## config.mk

```make
export PLATFORM = sky130hd
export DESIGN_NAME = bpt_update_ctrl_flat
export DESIGN_NICKNAME = d
export VERILOG_FILES = /design/src/rtl/bp_pkg.sv /design/src/rtl/bpt_update_ctrl_if.sv /design/src/rtl/bp_update_fifo.sv /design/src/rtl/bpt_update_ctrl.sv /design/src/flat_wrapper.sv
export SDC_FILE = /design/constraint.sdc
export NUM_CORES = 1
export LEC_CHECK = 0
export ABC_CLOCK_PERIOD_IN_PS = 3200
export BUFFER_PORTS_ARGS = -buffer_cell sky130_fd_sc_hd__buf_4
export CORE_ASPECT_RATIO = 1.4
export CORE_UTILIZATION = 52
export DETAILED_ROUTE_END_ITERATION = 7
export PLACE_DENSITY_LB_ADDON = 0.12
export RECOVER_POWER = 50
export SLEW_MARGIN = 25
export SYNTH_ARGS = -nofsm -noshare
export SYNTH_HDL_FRONTEND = slang
export SYNTH_SLANG_ARGS = --single-unit
export TNS_END_PERCENT = 1
```

## constraint.sdc

```tcl
create_clock -name clk -period 3.2 [get_ports clk]
set_input_delay 0.64 -clock clk [delete_from_list [all_inputs] [get_ports clk]]
set_output_delay 0.64 -clock clk [all_outputs]
set_load 0.02 [all_outputs]
```

## src/rtl/bp_pkg.sv

```systemverilog
// Shared branch-predictor types and constants: FSM states, 2-bit counter
// encodings and the counter update rule used by the BPT write port.
package bp_pkg;

  typedef enum logic [1:0] {
    SWEEP = 2'b00,
    IDLE  = 2'b01,
    READ  = 2'b10,
    WRITE = 2'b11
  } bp_state_e;

  localparam logic [1:0] SNT = 2'b00;
  localparam logic [1:0] WNT = 2'b01;
  localparam logic [1:0] WT  = 2'b10;
  localparam logic [1:0] ST  = 2'b11;

  localparam logic [1:0] CTR_RESET = WNT;

  localparam logic [6:0] OPC_BRANCH = 7'b1100011;

  // Correct predictions saturate toward the current direction; a mispredict
  // moves one step toward the opposite direction.
  function automatic logic [1:0] bp_next_ctr(input logic [1:0] ctr, input logic mispredict);
    logic [1:0] nxt;
    nxt = ctr;
    if (!mispredict) begin
      case (ctr)
        SNT, WNT: nxt = SNT;
        default:  nxt = ST;
      endcase
    end else begin
      case (ctr)
        SNT:     nxt = WNT;
        WNT:     nxt = WT;
        WT:      nxt = WNT;
        default: nxt = WT;
      endcase
    end
    return nxt;
  endfunction

endpackage

```

## src/rtl/bpt_update_ctrl_if.sv

```systemverilog
// Bus between the BPT write-port controller, the ID-stage update source and
// the prediction table storage.
interface bpt_update_ctrl_if #(
  parameter int unsigned N_BITS = 4
);
  logic              upd_valid;
  logic              upd_ready;
  logic [N_BITS-1:0] upd_idx;
  logic [63:0]       upd_target;
  logic              upd_mispredict;
  logic              sweep_req;
  logic [N_BITS-1:0] tbl_rd_idx;
  logic [1:0]        tbl_rd_ctr;
  logic              tbl_we;
  logic [N_BITS-1:0] tbl_wr_idx;
  logic [63:0]       tbl_wr_target;
  logic [1:0]        tbl_wr_ctr;
  logic              tbl_wr_valid;
  logic              busy;

  modport master (
    output upd_valid, upd_idx, upd_target, upd_mispredict, sweep_req, tbl_rd_ctr,
    input  upd_ready, tbl_rd_idx, tbl_we, tbl_wr_idx, tbl_wr_target, tbl_wr_ctr,
           tbl_wr_valid, busy
  );

  modport slave (
    input  upd_valid, upd_idx, upd_target, upd_mispredict, sweep_req, tbl_rd_ctr,
    output upd_ready, tbl_rd_idx, tbl_we, tbl_wr_idx, tbl_wr_target, tbl_wr_ctr,
           tbl_wr_valid, busy
  );
endinterface

```

## src/rtl/bp_update_fifo.sv

```systemverilog
// Synchronous update FIFO with clear; `last` flags exactly one entry so the
// controller can chain read-modify-writes without an idle cycle.
module bp_update_fifo #(
  parameter int unsigned WIDTH = 69,
  parameter int unsigned DEPTH = 4
) (
  input  logic             clk,
  input  logic             push,
  input  logic             pop,
  input  logic             clear,
  input  logic [WIDTH-1:0] push_data,
  output logic             full,
  output logic             empty,
  output logic             last,
  output logic [WIDTH-1:0] head
);
  localparam int unsigned PW = $clog2(DEPTH);

  logic [WIDTH-1:0] mem_q [DEPTH];
  logic [PW-1:0]    wr_ptr_q, wr_ptr_d;
  logic [PW-1:0]    rd_ptr_q, rd_ptr_d;
  logic [PW:0]      count_q, count_d;
  logic             do_push, do_pop;

  always_comb begin
    full    = (count_q == (PW+1)'(DEPTH));
    empty   = (count_q == '0);
    last    = (count_q == (PW+1)'(1));
    head    = mem_q[rd_ptr_q];
    do_push = push && !full && !clear;
    do_pop  = pop && !empty && !clear;

    wr_ptr_d = wr_ptr_q;
    rd_ptr_d = rd_ptr_q;
    count_d  = count_q;
    if (clear) begin
      wr_ptr_d = '0;
      rd_ptr_d = '0;
      count_d  = '0;
    end else begin
      if (do_push) wr_ptr_d = wr_ptr_q + PW'(1);
      if (do_pop)  rd_ptr_d = rd_ptr_q + PW'(1);
      count_d = count_q + (PW+1)'(do_push) - (PW+1)'(do_pop);
    end
  end

  always_ff @(posedge clk) begin
    wr_ptr_q <= wr_ptr_d;
    rd_ptr_q <= rd_ptr_d;
    count_q  <= count_d;
    if (do_push) mem_q[wr_ptr_q] <= push_data;
  end

endmodule

```

## src/rtl/bpt_update_ctrl.sv

```systemverilog
// Branch prediction table write-port controller: queues resolved-branch
// updates, performs counter read-modify-writes and runs the init sweep.
module bpt_update_ctrl
  import bp_pkg::*;
#(
  parameter int unsigned N_REG  = 16,
  parameter int unsigned N_BITS = $clog2(N_REG),
  parameter int unsigned QDEPTH = 4
) (
  input logic         clk,
  input logic         rst,
  bpt_update_ctrl_if.slave bus
);
  localparam int unsigned FW = N_BITS + 65;

  logic [FW-1:0]     push_data, head;
  logic              fifo_full, fifo_empty, fifo_last;
  logic              fifo_push, fifo_pop, fifo_clear;
  logic              upd_ready;
  logic [N_BITS-1:0] head_idx;
  logic [63:0]       head_target;
  logic              head_mis;

  bp_state_e         state_q, state_d;
  logic [N_BITS-1:0] sweep_idx_q, sweep_idx_d;
  logic [1:0]        ctr_q, ctr_d;

  assign push_data = {bus.upd_idx, bus.upd_target, bus.upd_mispredict};
  assign {head_idx, head_target, head_mis} = head;

  bp_update_fifo #(
    .WIDTH (FW),
    .DEPTH (QDEPTH)
  ) u_fifo (
    .clk       (clk),
    .push      (fifo_push),
    .pop       (fifo_pop),
    .clear     (fifo_clear),
    .push_data (push_data),
    .full      (fifo_full),
    .empty     (fifo_empty),
    .last      (fifo_last),
    .head      (head)
  );

  always_comb begin
    upd_ready  = !fifo_full && !rst;
    fifo_push  = bus.upd_valid && upd_ready;
    fifo_clear = rst || bus.sweep_req;
    fifo_pop   = (state_q == WRITE);

    state_d     = state_q;
    sweep_idx_d = sweep_idx_q;
    ctr_d       = ctr_q;
    case (state_q)
      SWEEP: begin
        if (sweep_idx_q == N_BITS'(N_REG - 1)) state_d = IDLE;
        else sweep_idx_d = sweep_idx_q + N_BITS'(1);
      end
      IDLE:  if (!fifo_empty) state_d = READ;
      READ: begin
        ctr_d   = bus.tbl_rd_ctr;
        state_d = WRITE;
      end
      // A same-cycle push keeps the queue non-empty even if this pop drains it.
      WRITE:   state_d = (!fifo_last || fifo_push) ? READ : IDLE;
      default: state_d = SWEEP;
    endcase

    if (bus.sweep_req) begin
      state_d     = SWEEP;
      sweep_idx_d = '0;
    end
  end

  always_ff @(posedge clk) begin
    if (rst) begin
      state_q     <= SWEEP;
      sweep_idx_q <= '0;
      ctr_q       <= '0;
    end else begin
      state_q     <= state_d;
      sweep_idx_q <= sweep_idx_d;
      ctr_q       <= ctr_d;
    end
  end

  always_comb begin
    bus.upd_ready     = upd_ready;
    bus.busy          = rst || (state_q == SWEEP);
    bus.tbl_rd_idx    = '0;
    bus.tbl_we        = 1'b0;
    bus.tbl_wr_idx    = '0;
    bus.tbl_wr_target = '0;
    bus.tbl_wr_ctr    = '0;
    bus.tbl_wr_valid  = 1'b0;
    if (!rst) begin
      case (state_q)
        SWEEP: begin
          bus.tbl_we     = 1'b1;
          bus.tbl_wr_idx = sweep_idx_q;
          bus.tbl_wr_ctr = CTR_RESET;
        end
        READ: bus.tbl_rd_idx = head_idx;
        WRITE: begin
          bus.tbl_we        = 1'b1;
          bus.tbl_wr_idx    = head_idx;
          bus.tbl_wr_target = head_target;
          bus.tbl_wr_valid  = 1'b1;
          bus.tbl_wr_ctr    = bp_next_ctr(ctr_q, head_mis);
        end
        default: ;
      endcase
    end
  end

endmodule

```

## src/flat_wrapper.sv

```systemverilog
// flat-port wrapper written by rule: the top's interface ports become plain ports
module bpt_update_ctrl_flat import bp_pkg::*;
#(
  parameter int unsigned N_REG  = 16,
  parameter int unsigned N_BITS = $clog2(N_REG),
  parameter int unsigned QDEPTH = 4
)
  (clk, rst, bus_upd_valid, bus_upd_idx, bus_upd_target, bus_upd_mispredict, bus_sweep_req, bus_tbl_rd_ctr, bus_upd_ready, bus_tbl_rd_idx, bus_tbl_we, bus_tbl_wr_idx, bus_tbl_wr_target, bus_tbl_wr_ctr, bus_tbl_wr_valid, bus_busy);
  bpt_update_ctrl_if #(.N_BITS(N_BITS)) bus_i ();
  input logic clk;
  input logic rst;
  input wire logic [$bits(bus_i.upd_valid)-1:0] bus_upd_valid;
  input wire logic [$bits(bus_i.upd_idx)-1:0] bus_upd_idx;
  input wire logic [$bits(bus_i.upd_target)-1:0] bus_upd_target;
  input wire logic [$bits(bus_i.upd_mispredict)-1:0] bus_upd_mispredict;
  input wire logic [$bits(bus_i.sweep_req)-1:0] bus_sweep_req;
  input wire logic [$bits(bus_i.tbl_rd_ctr)-1:0] bus_tbl_rd_ctr;
  output wire logic [$bits(bus_i.upd_ready)-1:0] bus_upd_ready;
  output wire logic [$bits(bus_i.tbl_rd_idx)-1:0] bus_tbl_rd_idx;
  output wire logic [$bits(bus_i.tbl_we)-1:0] bus_tbl_we;
  output wire logic [$bits(bus_i.tbl_wr_idx)-1:0] bus_tbl_wr_idx;
  output wire logic [$bits(bus_i.tbl_wr_target)-1:0] bus_tbl_wr_target;
  output wire logic [$bits(bus_i.tbl_wr_ctr)-1:0] bus_tbl_wr_ctr;
  output wire logic [$bits(bus_i.tbl_wr_valid)-1:0] bus_tbl_wr_valid;
  output wire logic [$bits(bus_i.busy)-1:0] bus_busy;
  assign bus_i.upd_valid = bus_upd_valid;
  assign bus_i.upd_idx = bus_upd_idx;
  assign bus_i.upd_target = bus_upd_target;
  assign bus_i.upd_mispredict = bus_upd_mispredict;
  assign bus_i.sweep_req = bus_sweep_req;
  assign bus_i.tbl_rd_ctr = bus_tbl_rd_ctr;
  assign bus_upd_ready = bus_i.upd_ready;
  assign bus_tbl_rd_idx = bus_i.tbl_rd_idx;
  assign bus_tbl_we = bus_i.tbl_we;
  assign bus_tbl_wr_idx = bus_i.tbl_wr_idx;
  assign bus_tbl_wr_target = bus_i.tbl_wr_target;
  assign bus_tbl_wr_ctr = bus_i.tbl_wr_ctr;
  assign bus_tbl_wr_valid = bus_i.tbl_wr_valid;
  assign bus_busy = bus_i.busy;
  bpt_update_ctrl #(.N_REG(N_REG), .N_BITS(N_BITS), .QDEPTH(QDEPTH)) u_core (.clk(clk), .rst(rst), .bus(bus_i));
endmodule
```

---- After elaboration in Yosys (flattened, before gate mapping) ----
Memories as Yosys holds them, arrays and structs flattened. A register that Yosys moved wholly into a read port is not among the register bits.
Index checks and enable logic that the tools add are counted.
storage, ports and cells
  input bits .............................. 75
  memories ................................ 1
  output and inout port bits .............. 78
  register bits after elaboration ......... 15
  logic and storage cells ................. 69
  RAM bits ................................ 276
memories
  name                 depth  width  rd ports  clocked after memory_dff  write ports  RTL line              RTL
  u_core.u_fifo.mem_q  4      69     1         1                         1            bp_update_fifo.sv:19  logic [WIDTH-1:0] mem_q [DEPTH];
cells by class
  reductions and logical operators ........ 23
  multiplexer cells ....................... 23
  equality and inequality tests ........... 10
  add/subtract/negate cells ............... 5
  bitwise operators ....................... 1
operators with widths
  operator               count
  $mux W64               2
  $mux W2                9
  $mux W4                3
  $pmux W2 S4            1
  $pmux W4 S2            1
  $reduce_or A2 Y1       4
  $eq A2 B2 Y1 const B   3
  $logic_and A1 B1 Y1    6
  $mux W1                6
  $logic_not A1 Y1       5
  $add A2 B1 Y2 const B  2
  $add A4 B1 Y4 const B  1
  $eq A2 B1 Y1 const B   2
  $eq A4 B4 Y1 const B   1
  $logic_not A2 Y1       2
  $pmux W2 S2            1
  $reduce_and A2 Y1      2
  $add A3 B1 Y3          1
  $eq A3 B1 Y1 const B   1
  $eq A3 B3 Y1 const B   1
  $logic_not A3 Y1       1
  $logic_or A1 B1 Y1     3
  $sub A3 B1 Y3          1
  $ne A2 B1 Y1 const B   1
  other kinds (2)        2

---- Depth between registers and ports, before layout ----
Gate-level depths: netlist (run 1).
  depth in word-level cells ............... 8
  depth in mapped cells ................... 10

---- Cells and area by module ----
From an unflattened synthesis (run 1), not the netlist that was laid out.
unflattened totals
  cell total of the unflattened synthesis .. 568
  area, all modules ....................... 11594.9 µm²
by module, submodules not included
  module           seq. area each (µm²)  cells each  area an instance (µm²)  instances
  bp_update_fifo   8468.1                414         10457.5                 1
  bpt_update_ctrl  160.2                 154         1137.3                  1

---- Worst setup path after synthesis (run 1) ----
OpenSTA, ideal clock, no wires.
  path type ............................... input-to-reg
  start point ............................. in rst
  end point ............................... mem u_core.u_fifo.mem_q[1][0] (enable)
  cell stages on the path ................. 4
  path slack .............................. -0.153 ns
  arrival ................................. 2.919 ns
  cell sequence ........................... buf_2 nand2b_1 nor3_1 and2_1
between the ends
  word-level cells in the longest chain between the ends .. 7
  elaborated cells on any way between the ends .. 9
  those cells by class .................... mux: 2; reduce/logical: 7
RTL lines
  element                          RTL line               RTL
  start: declaration               flat_wrapper.sv:11     input logic rst;
  $logic_not A1 Y1                 bpt_update_ctrl.sv:47  upd_ready = !fifo_full && !rst;
  $logic_and A1 B1 Y1              bpt_update_ctrl.sv:47
  $logic_and A1 B1 Y1              bpt_update_ctrl.sv:48  fifo_push = bus.upd_valid && upd_ready;
  $logic_and A1 B1 Y1              bp_update_fifo.sv:30   do_push = push && !full && !clear;
  $logic_and A1 B1 Y1 *            bp_update_fifo.sv:30
  $mux W1 *                        bp_update_fifo.sv:51   if (do_push) mem_q[wr_ptr_q] <= push_data;
  $mux W1 (not written as such) *  bp_update_fifo.sv:51
  end: declaration                 bp_update_fifo.sv:19
Mark *: on every way between the ends. The rest lies on a longest branch, timed or not.

==> flow_summary.yaml, run 1 <==
global_route:
  grt_first_pass_wirelength_mm: 33.2
  antenna_found_initial: 2
  grt_usage: 0.198
  gr-total-overflow: 0
  grt_max_degree: 36
  use_met3: 0.0320
  grt_most_used_layer: "met2"
  grt_use_met1: 0.243
  grt_pass1_vias: 6046
  grt.met2_usage: 0.358
power:
  p_leak_nw: 4.52
  worst_ir_drop_vdd_v: 0.000457
  p_per_area_mw_per_mm2: 561
layout:
  fillers: 1575
  layout-drive-gt1-share: 0.287
  diodes: 0
  fin_util: 0.641
  final_cells: 1040
  nNetsFinal: 815
  areaGrowthSynthToFinish_pct: 19.9
detailed_routing:
  drc: 0
  post_drt_wl_per_cell_um: 20.7
  vias: 5624
  firstDrtPassIters: 4
  vias_per_cell: 5.41
  drt_iter0_drc: 321
  ant_nets: 0
  finalWirelength_mm: 21.5
synthesis:
  synth_top_area_cell: "edfxtp_1"
  syn_area_mm2: 0.0114
  syn_inst: 558
  ys_seq_area_frac: 0.755
  synth_cell_types: 32
  synth_top_cell_area_share: 0.726
  avgSynthCellArea_um2: 20.5
  ys_top_cells_by_area: "edfxtp_1 73%, mux4_2 14%, and2_1 4.1%, dfxtp_1 3.0%, ha_1 1.2%"
  ys_ff_latch: 293
  syn_nets: 645
  yosys_warnings: 0
floorplan:
  num_io_pins: 153
  row_count: 63
  coreArea_mm2: 0.0214
  die_area_mm2: 0.0226
  start_util: 0.535
  die_w_um: 127
  die_h_um: 177
worst_setup_path:
  crit_type: "flop to output pin"
  worstPathRequired_ns: 2.56
  crit_fanout: 14
  cp-end-kind: "output pin"
  r2r_slack_ns: 0.27
  arrival_ns: 2.34
  start_kind: "flop"
sta:
  slew_violations: 40
  finClkSkew_ns: 0.00856
  hold_ws_ns: 0.339
  worst_slew_pin_slew_ns: 1.92
  hold_violations: 0
  setup_viol: 0
  fmax_mhz: 336
  relSlewSlack: -0.279
  fin_crit_ns: 2.98
  rsz0062_at_grt: "no"
  post-route-period-util: 0.931
cts:
  numCtsBuffers: 27
  cts_max_path_buffers: 3
  cts-root-buf: "clkbuf_16"
  ctsHoldBuffers: 0
  cts_max_level: 1
  cts_tree: "built"
  post_cts_buffers: 0
  worstSkewPairLatency_ns: 0.53
  clk_transition_reported_paths_ns: 0.06
  postCtsResizedCells: 0
  clock-sinks: 293
place:
  hpwl_mm: 13.5
  gp_congestion: 0.805
  dp.cells: 991
  portBuffers: 152
flow_run:
  drv_cap: 2
run_status:
  violations: "capacitance limit, slew limit"
  status: "finished with violations"
min_path:
  hold_class: "input pin to flop"
[layer usage]
metal  part of all wire  wire length, um  vias to the layer above
li1                   -                -                     2555
met1               0.39             8420                     2872
met2               0.53            11500                      155
met3              0.048             1030                       38
met4              0.025              542                        4
met5             0.0012               25                        -
[placed cells by master (no fill, tap or decap)]
master        n
a2111oi_0     1
a211oi_1      1
a21oi_1       8
a22o_1        1
a22oi_1       3
a41oi_1       1
and2_0        2
and2_1       72
buf_12       11
buf_4        89
bufinv_16     4
clkbuf_1     72
clkbuf_16    27
clkbuf_8      5
clkinv_1      6
clkinv_2      2
clkinvlp_4    2
dfxtp_1      15
dfxtp_4       2
edfxtp_1    276
fa_1          1
ha_1         11
inv_1        10
inv_2         1
mux2i_1       3
mux4_2       69
nand2_1       7
nand2b_1      2
nand3_1       4
nor2_1       18
nor2b_1       1
nor3_1        4
nor3b_1       2
nor4b_1       1
o21ai_0       3
o32ai_1       1
or2_2         3
or3_1         1
xnor2_1       5
xor2_1        1
[kinds of logic after synthesis]
kind of cell	share of synthesized area
flip-flops	0.755
adder cells (fa/ha/maj)	0.0138
multiplexers	0.139
AND/OR/NAND/NOR	0.0582
AO/OA/AOI/OAI	0.0105
XOR/XNOR	0.00460
buffers and inverters	0.0189
[cells in the mapped netlist]
master and instances:
edfxtp_1 276, and2_1 74, mux4_2 69, nor2_1 18, dfxtp_1 17, clkbuf_1 13, buf_2 11, ha_1 11
inv_1 11, a21oi_1 8, nand2_1 7, xnor2_1 5, nand3_1 4, nor3_1 4, a22oi_1 3, buf_12 3
mux2i_1 3, o21ai_0 3, or2_2 3, nand2b_1 2, nor3b_1 2, a2111oi_0 1, a211oi_1 1, a22o_1 1
a41oi_1 1, buf_6 1, fa_1 1, nor2b_1 1, nor4b_1 1, o32ai_1 1, or3_1 1, xor2_1 1
[final timing paths]
| check | from | endpoint | depth (start not counted) |
|---|---|---|---|
| max reg2reg | u_core.u_fifo.count_q[0] | u_core.u_fifo.mem_q[0][47] | 5 |
| min | rst | u_core.ctr_q[0] | 2 |
| min reg2reg | u_core.sweep_idx_q[1] | u_core.sweep_idx_q[1] | 2 |
| max | flop | bus_tbl_wr_target[3] | 4 |
[registers in the layout, summed over array words and instances (netlist names), named ones only]
name / count
u_core.u_fifo.rd_ptr_q: 2
u_core.u_fifo.count_q: 3
u_core.ctr_q: 2
u_core.sweep_idx_q: 4
u_core.state_q: 2
u_core.u_fifo.mem_q: 276
u_core.u_fifo.wr_ptr_q: 2
[metrics by stage]
step | power, mW | area [um2] | setup WS [ns] | TNS (ns)
5_1_grt | 7.89 | 13700 | 0.0650 | 0
2_1_floorplan | 4.38 | 11400 | -0.153 | -31.68
3_3_place_gp | 4.49 | 13000 | 0.642 | 0
3_5_place_dp | 4.51 | 13000 | 0.623 | 0
4_1_cts | 7.79 | 14000 | 0.142 | 0
6_report | 7.68 | 13700 | 0.222 | 0
[cell type report]
cell class / instances / area, um2 / share of cell area
clock buffers: 35 / 756 / 0.0552
well taps: 292 / 365 / 0.0267
multi-input cells: 226 / 2580 / 0.188
repair buffers: 169 / 1150 / 0.0838
clock inverters: 14 / 168 / 0.0122
inverters: 11 / 41.3 / 0.00302
flip-flops and latches: 293 / 8640 / 0.631
[report_power, final]
| group | leakage [nW] | internal (mW) | total, mW | switching [mW] |
|---|---|---|---|---|
| Sequential | 2.63 | 4.23 | 4.24 | 0.00983 |
| Combinational | 1.45 | 0.0614 | 0.151 | 0.0899 |
| Clock | 0.446 | 1.98 | 3.29 | 1.31 |
| Total | 4.52 | 6.26 | 7.68 | 1.41 |
[critical path: stages, from the launching register on]
cell and delay, ns:
dfxtp_4 0.55, buf_4 0.36, mux4_2 0.54, and2_1 0.20
buf_4 0.16
Power figures use the tool's default switching activity.
==> run 2, diff against run 1 <==
--- a/config.mk
+++ b/config.mk
@@ -5,10 +5,10 @@
 export SDC_FILE = /design/constraint.sdc
 export NUM_CORES = 1
 export LEC_CHECK = 0
-export ABC_CLOCK_PERIOD_IN_PS = 3200
+export ABC_CLOCK_PERIOD_IN_PS = 3390
 export BUFFER_PORTS_ARGS = -buffer_cell sky130_fd_sc_hd__buf_4
 export CORE_ASPECT_RATIO = 1.4
-export CORE_UTILIZATION = 52
+export CORE_UTILIZATION = 57
 export DETAILED_ROUTE_END_ITERATION = 7
 export PLACE_DENSITY_LB_ADDON = 0.12
 export RECOVER_POWER = 50
==> constraint.sdc (replaced) <==
create_clock -name clk -period 3.39 [get_ports clk]
set_input_delay 0.678 -clock clk [delete_from_list [all_inputs] [get_ports clk]]
set_output_delay 0.678 -clock clk [all_outputs]
set_load 0.02 [all_outputs]
==> flow_summary.yaml, run 2 (same netlist as run 1, synthesis figures left out) <==
layout:
  largest_reg_flops: 276
  top_register: "u_core.u_fifo.mem_q"
  final_common_cell: "edfxtp_1"
  fin_util: 0.696
  nNetsFinal: 814
  reg_top3: "u_core.u_fifo.mem_q: 276 flops, u_core.sweep_idx_q: 4 flops, u_core.u_fifo.count_q: 3 flops"
  layout-drive-gt1-share: 0.283
  areaGrowthSynthToFinish_pct: 18.4
  final_cell_mix: "276 x edfxtp_1, 90 x buf_4, 76 x clkbuf_1"
  diodes: 0
sta:
  fmax_mhz: 327
  slew_violations: 0
  finClkSkew_ns: 0.00693
  setup_viol: 0
  fin_crit_ns: 3.06
  post-route-period-util: 0.901
  hold_violations: 0
  relSlewSlack: 0.0787
  rsz0062_at_grt: "no"
  setup_ws_ns: 0.335
  worst_slew_pin_slew_ns: 1.38
detailed_routing:
  finalWirelength_mm: 21.1
  post_drt_wl_per_cell_um: 21.2
  vias: 5651
  firstDrtPassIters: 4
  vias_per_cell: 5.69
  drc: 0
  ant_nets: 0
  drt_iter0_drc: 347
worst_setup_path:
  slowest_delay_ns: 0.66
  cp-end-kind: "output pin"
  r2r_slack_ns: 0.56
  crit_chain: "buf_12 -> mux4_2 -> and2_1 -> buf_4"
  crit_type: "flop to output pin"
  worstPathRequired_ns: 2.71
  start_kind: "flop"
  crit_slowest_cell: "dfxtp_4"
  arrival_ns: 2.38
  crit_fanout: 26
cts:
  numCtsBuffers: 27
  cts_max_path_buffers: 3
  clock-sinks: 293
  cts_max_level: 1
  post_cts_buffers: 0
  cts_tree: "built"
  postCtsResizedCells: 0
  ctsHoldBuffers: 0
  worstSkewPairLatency_ns: 0.52
  clk_transition_reported_paths_ns: 0.06
  cts-root-buf: "clkbuf_16"
power:
  p_per_area_mw_per_mm2: 520
  p_leak_nw: 4.48
  worst_ir_drop_vdd_v: 0.000496
global_route:
  grt_first_pass_wirelength_mm: 32.4
  grt_usage: 0.211
  antenna_found_initial: 0
  gr-total-overflow: 0
  grt_pass1_vias: 6014
  grt_max_degree: 66
floorplan:
  die_w_um: 122
  die_h_um: 170
  num_io_pins: 153
  die_area_mm2: 0.0206
  coreArea_mm2: 0.0194
  start_util: 0.588
  row_count: 60
place:
  portBuffers: 152
  hpwl_mm: 13.1
  gp_congestion: 0.768
  preCtsSetupSlack_ns: 0.556
run_status:
  status: "completed"
min_path:
  hold_class: "input pin to flop"
flow_run:
  drv_cap: 0
run 2: path summary, 6_finish.rpt:
check,start,to,depth (start not counted)
max,flop,bus_tbl_wr_target[6],4
min,rst,u_core.ctr_q[1],2
max reg2reg,u_core.u_fifo.count_q[1],u_core.u_fifo.mem_q[1][4],4
min reg2reg,u_core.sweep_idx_q[1],u_core.sweep_idx_q[1],2
run 2: area by class of cell:
| class | instances | area (um2) |
|---|---|---|
| timing repair buffer | 168 | 1110 |
| clock inverter | 14 | 141 |
| clock buffer | 34 | 702 |
| inverter | 11 | 41.3 |
| fill | 1301 | 5920 |
| multi-input combinational | 226 | 2580 |
| tap | 248 | 310 |
| sequential | 293 | 8640 |
run 2: critical path, delay by kind of cell (launching register included):
kind | cells | cell delay, ns
DFF | 1 | 0.66
and+or+nand+nor | 1 | 0.19
muxes | 1 | 0.52
buffers and inverters | 2 | 0.47
run 2: layer usage:
metal,track usage,routed length [um],vias up
met5,0,0,-
li1,-,-,2549
met4,0.0569,432,0
met3,0.0356,1040,33
met1,0.273,8640,2919
met2,0.369,11000,150
run 2: stage by stage:
stage / cells / total power [mW] / area (um2) / TNS (ns) / hold WS [ns]
global placement: 946 / 4.24 / 12900 / 0 / 0.481
finish: 994 / 7.04 / 13500 / 0 / 0.376
global route: 994 / 7.24 / 13500 / 0 / 0.372
CTS: 994 / 7.13 / 13800 / 0 / 0.329
floorplan: 558 / 4.13 / 11400 / -0.218 / 0.460
detailed placement: 946 / 4.25 / 12900 / 0 / 0.491
run 2: power breakdown:
group          total, mW  internal, mW  switching, mW
registers           4.00          3.99        0.00950
logic              0.142        0.0571         0.0846
clock network       2.90          1.69           1.21
==> run 3, diff against run 2 <==
--- a/config.mk
+++ b/config.mk
@@ -8,7 +8,7 @@
 export ABC_CLOCK_PERIOD_IN_PS = 3390
 export BUFFER_PORTS_ARGS = -buffer_cell sky130_fd_sc_hd__buf_4
 export CORE_ASPECT_RATIO = 1.4
-export CORE_UTILIZATION = 57
+export CORE_UTILIZATION = 50
 export DETAILED_ROUTE_END_ITERATION = 7
 export PLACE_DENSITY_LB_ADDON = 0.12
 export RECOVER_POWER = 50
==> flow_summary.yaml, run 3 (same netlist as run 1, synthesis figures left out) <==
run_status:
  status: "completed"
floorplan:
  die_area_mm2: 0.0235
  coreArea_mm2: 0.0224
  row_count: 65
  die_h_um: 181
  die_w_um: 130
  start_util: 0.509
  num_io_pins: 153
place:
  preCtsSetupSlack_ns: 0.525
  portBuffers: 152
  dp.cells: 1002
  hpwl_mm: 13.7
  gp_congestion: 0.780
layout:
  final_cells: 1054
  top_register: "u_core.u_fifo.mem_q"
  layout-drive-gt1-share: 0.285
  reg_top3: "u_core.u_fifo.mem_q: 276 flops, u_core.sweep_idx_q: 4 flops, u_core.u_fifo.count_q: 3 flops"
  final_cell_mix: "276 x edfxtp_1, 95 x buf_4, 82 x clkbuf_1"
  fillers: 1740
  largest_reg_flops: 276
  regArea_mm2: 0.00864
  nNetsFinal: 818
  multi_input_area_mm2: 0.00259
  areaGrowthSynthToFinish_pct: 19.6
  final_common_cell: "edfxtp_1"
worst_setup_path:
  cp-end-kind: "output pin"
  r2r_cells: 4
  start_kind: "flop"
  crit_fanout: 25
  timing.rr.start: "u_core.u_fifo.count_q[1]"
  crit_type: "flop to output pin"
  r2r_slack_ns: 0.57
  worstPathRequired_ns: 2.71
  r2r-end: "u_core.u_fifo.mem_q[2][20]"
  arrival_ns: 2.32
  cp-endpoint: "bus_tbl_wr_idx[0]"
cts:
  clock-sinks: 293
  cts_tree: "built"
  postCtsResizedCells: 0
  cts_max_path_buffers: 3
  worstSkewPairLatency_ns: 0.53
  ctsHoldBuffers: 0
  cts_max_level: 1
  clk_transition_reported_paths_ns: 0.06
  cts-root-buf: "clkbuf_16"
  post_cts_buffers: 0
  numCtsBuffers: 28
sta:
  post-route-period-util: 0.886
  fmax_mhz: 333
  worst_slew_pin_slew_ns: 1.27
  rsz0062_at_grt: "no"
  hold_violations: 0
  relSlewSlack: 0.153
  fin_crit_ns: 3.00
  finClkSkew_ns: 0.0135
  setup_viol: 0
  slew_violations: 0
  setup_ws_ns: 0.387
global_route:
  grt_usage: 0.190
  grt_pass1_vias: 6043
  gr-total-overflow: 0
  grt_first_pass_wirelength_mm: 33.4
  grt_max_degree: 40
  antenna_found_initial: 1
flow_run:
  drv_cap: 0
power:
  p_per_area_mw_per_mm2: 528
  p_leak_nw: 4.52
  worst_ir_drop_vdd_v: 0.000480
  power_mw: 7.21
detailed_routing:
  vias_per_cell: 5.42
  post_drt_wl_per_cell_um: 20.5
  vias: 5714
  drc: 0
  drt_iter0_drc: 312
  firstDrtPassIters: 6
  ant_nets: 0
  finalWirelength_mm: 21.6
min_path:
  hold_class: "input pin to flop"
-- run 3: worst min path at each step --
stage                          start                   endpoint  slack, ns  cells after the start
2_1_floorplan        u_core.ctr_q[1]            u_core.ctr_q[1]       0.46                      2
3_3_place_gp   u_core.sweep_idx_q[1]      u_core.sweep_idx_q[1]       0.48                      2
3_5_place_dp   u_core.sweep_idx_q[1]      u_core.sweep_idx_q[1]       0.52                      2
4_1_cts            bus_upd_target[1]  u_core.u_fifo.mem_q[2][2]       0.33                      1
5_1_grt                          rst            u_core.ctr_q[0]       0.37                      2
6_report                         rst            u_core.ctr_q[0]       0.37                      2
-- run 3: metrics by stage --
step | util | setup TNS [ns] | instance area (um2) | hold slack, ns
2_1_floorplan | - | -0.218 | 11400 | 0.460
3_3_place_gp | 0.580 | 0 | 13000 | 0.476
3_5_place_dp | 0.580 | 0 | 13000 | 0.515
4_1_cts | 0.620 | 0 | 13900 | 0.325
5_1_grt | 0.608 | 0 | 13700 | 0.366
6_report | 0.609 | 0 | 13700 | 0.365
-- run 3: layout make-up --
type / instances / share of cell area
flip-flops and latches: 293 / 0.632
clock inverters: 6 / 0.00742
inverters: 11 / 0.00302
multi-input cells: 226 / 0.189
repair buffers: 171 / 0.0814
clock buffers: 44 / 0.0587
diodes: 2 / 0.000366
well taps: 301 / 0.0276
-- run 3: per-layer routing --
layer,global-route usage,share of wire,up-vias
li1,-,-,2556
met1,0.238,0.40,2987
met2,0.340,0.54,138
met3,0.0290,0.045,33
met4,0.0488,0.019,0
met5,0,0,-
-- run 3: critical path: stages, from the launching register on --
cell	delay (ns)
dfxtp_4	0.54
buf_12	0.27
mux4_2	0.56
a22oi_1	0.18
nor2_1	0.07
buf_4	0.16
-- run 3: power breakdown --
group / total [mW] / internal, mW / switching [mW]
clock network: 3.07 / 1.84 / 1.23
logic: 0.143 / 0.0568 / 0.0860
registers: 4.00 / 3.99 / 0.00906
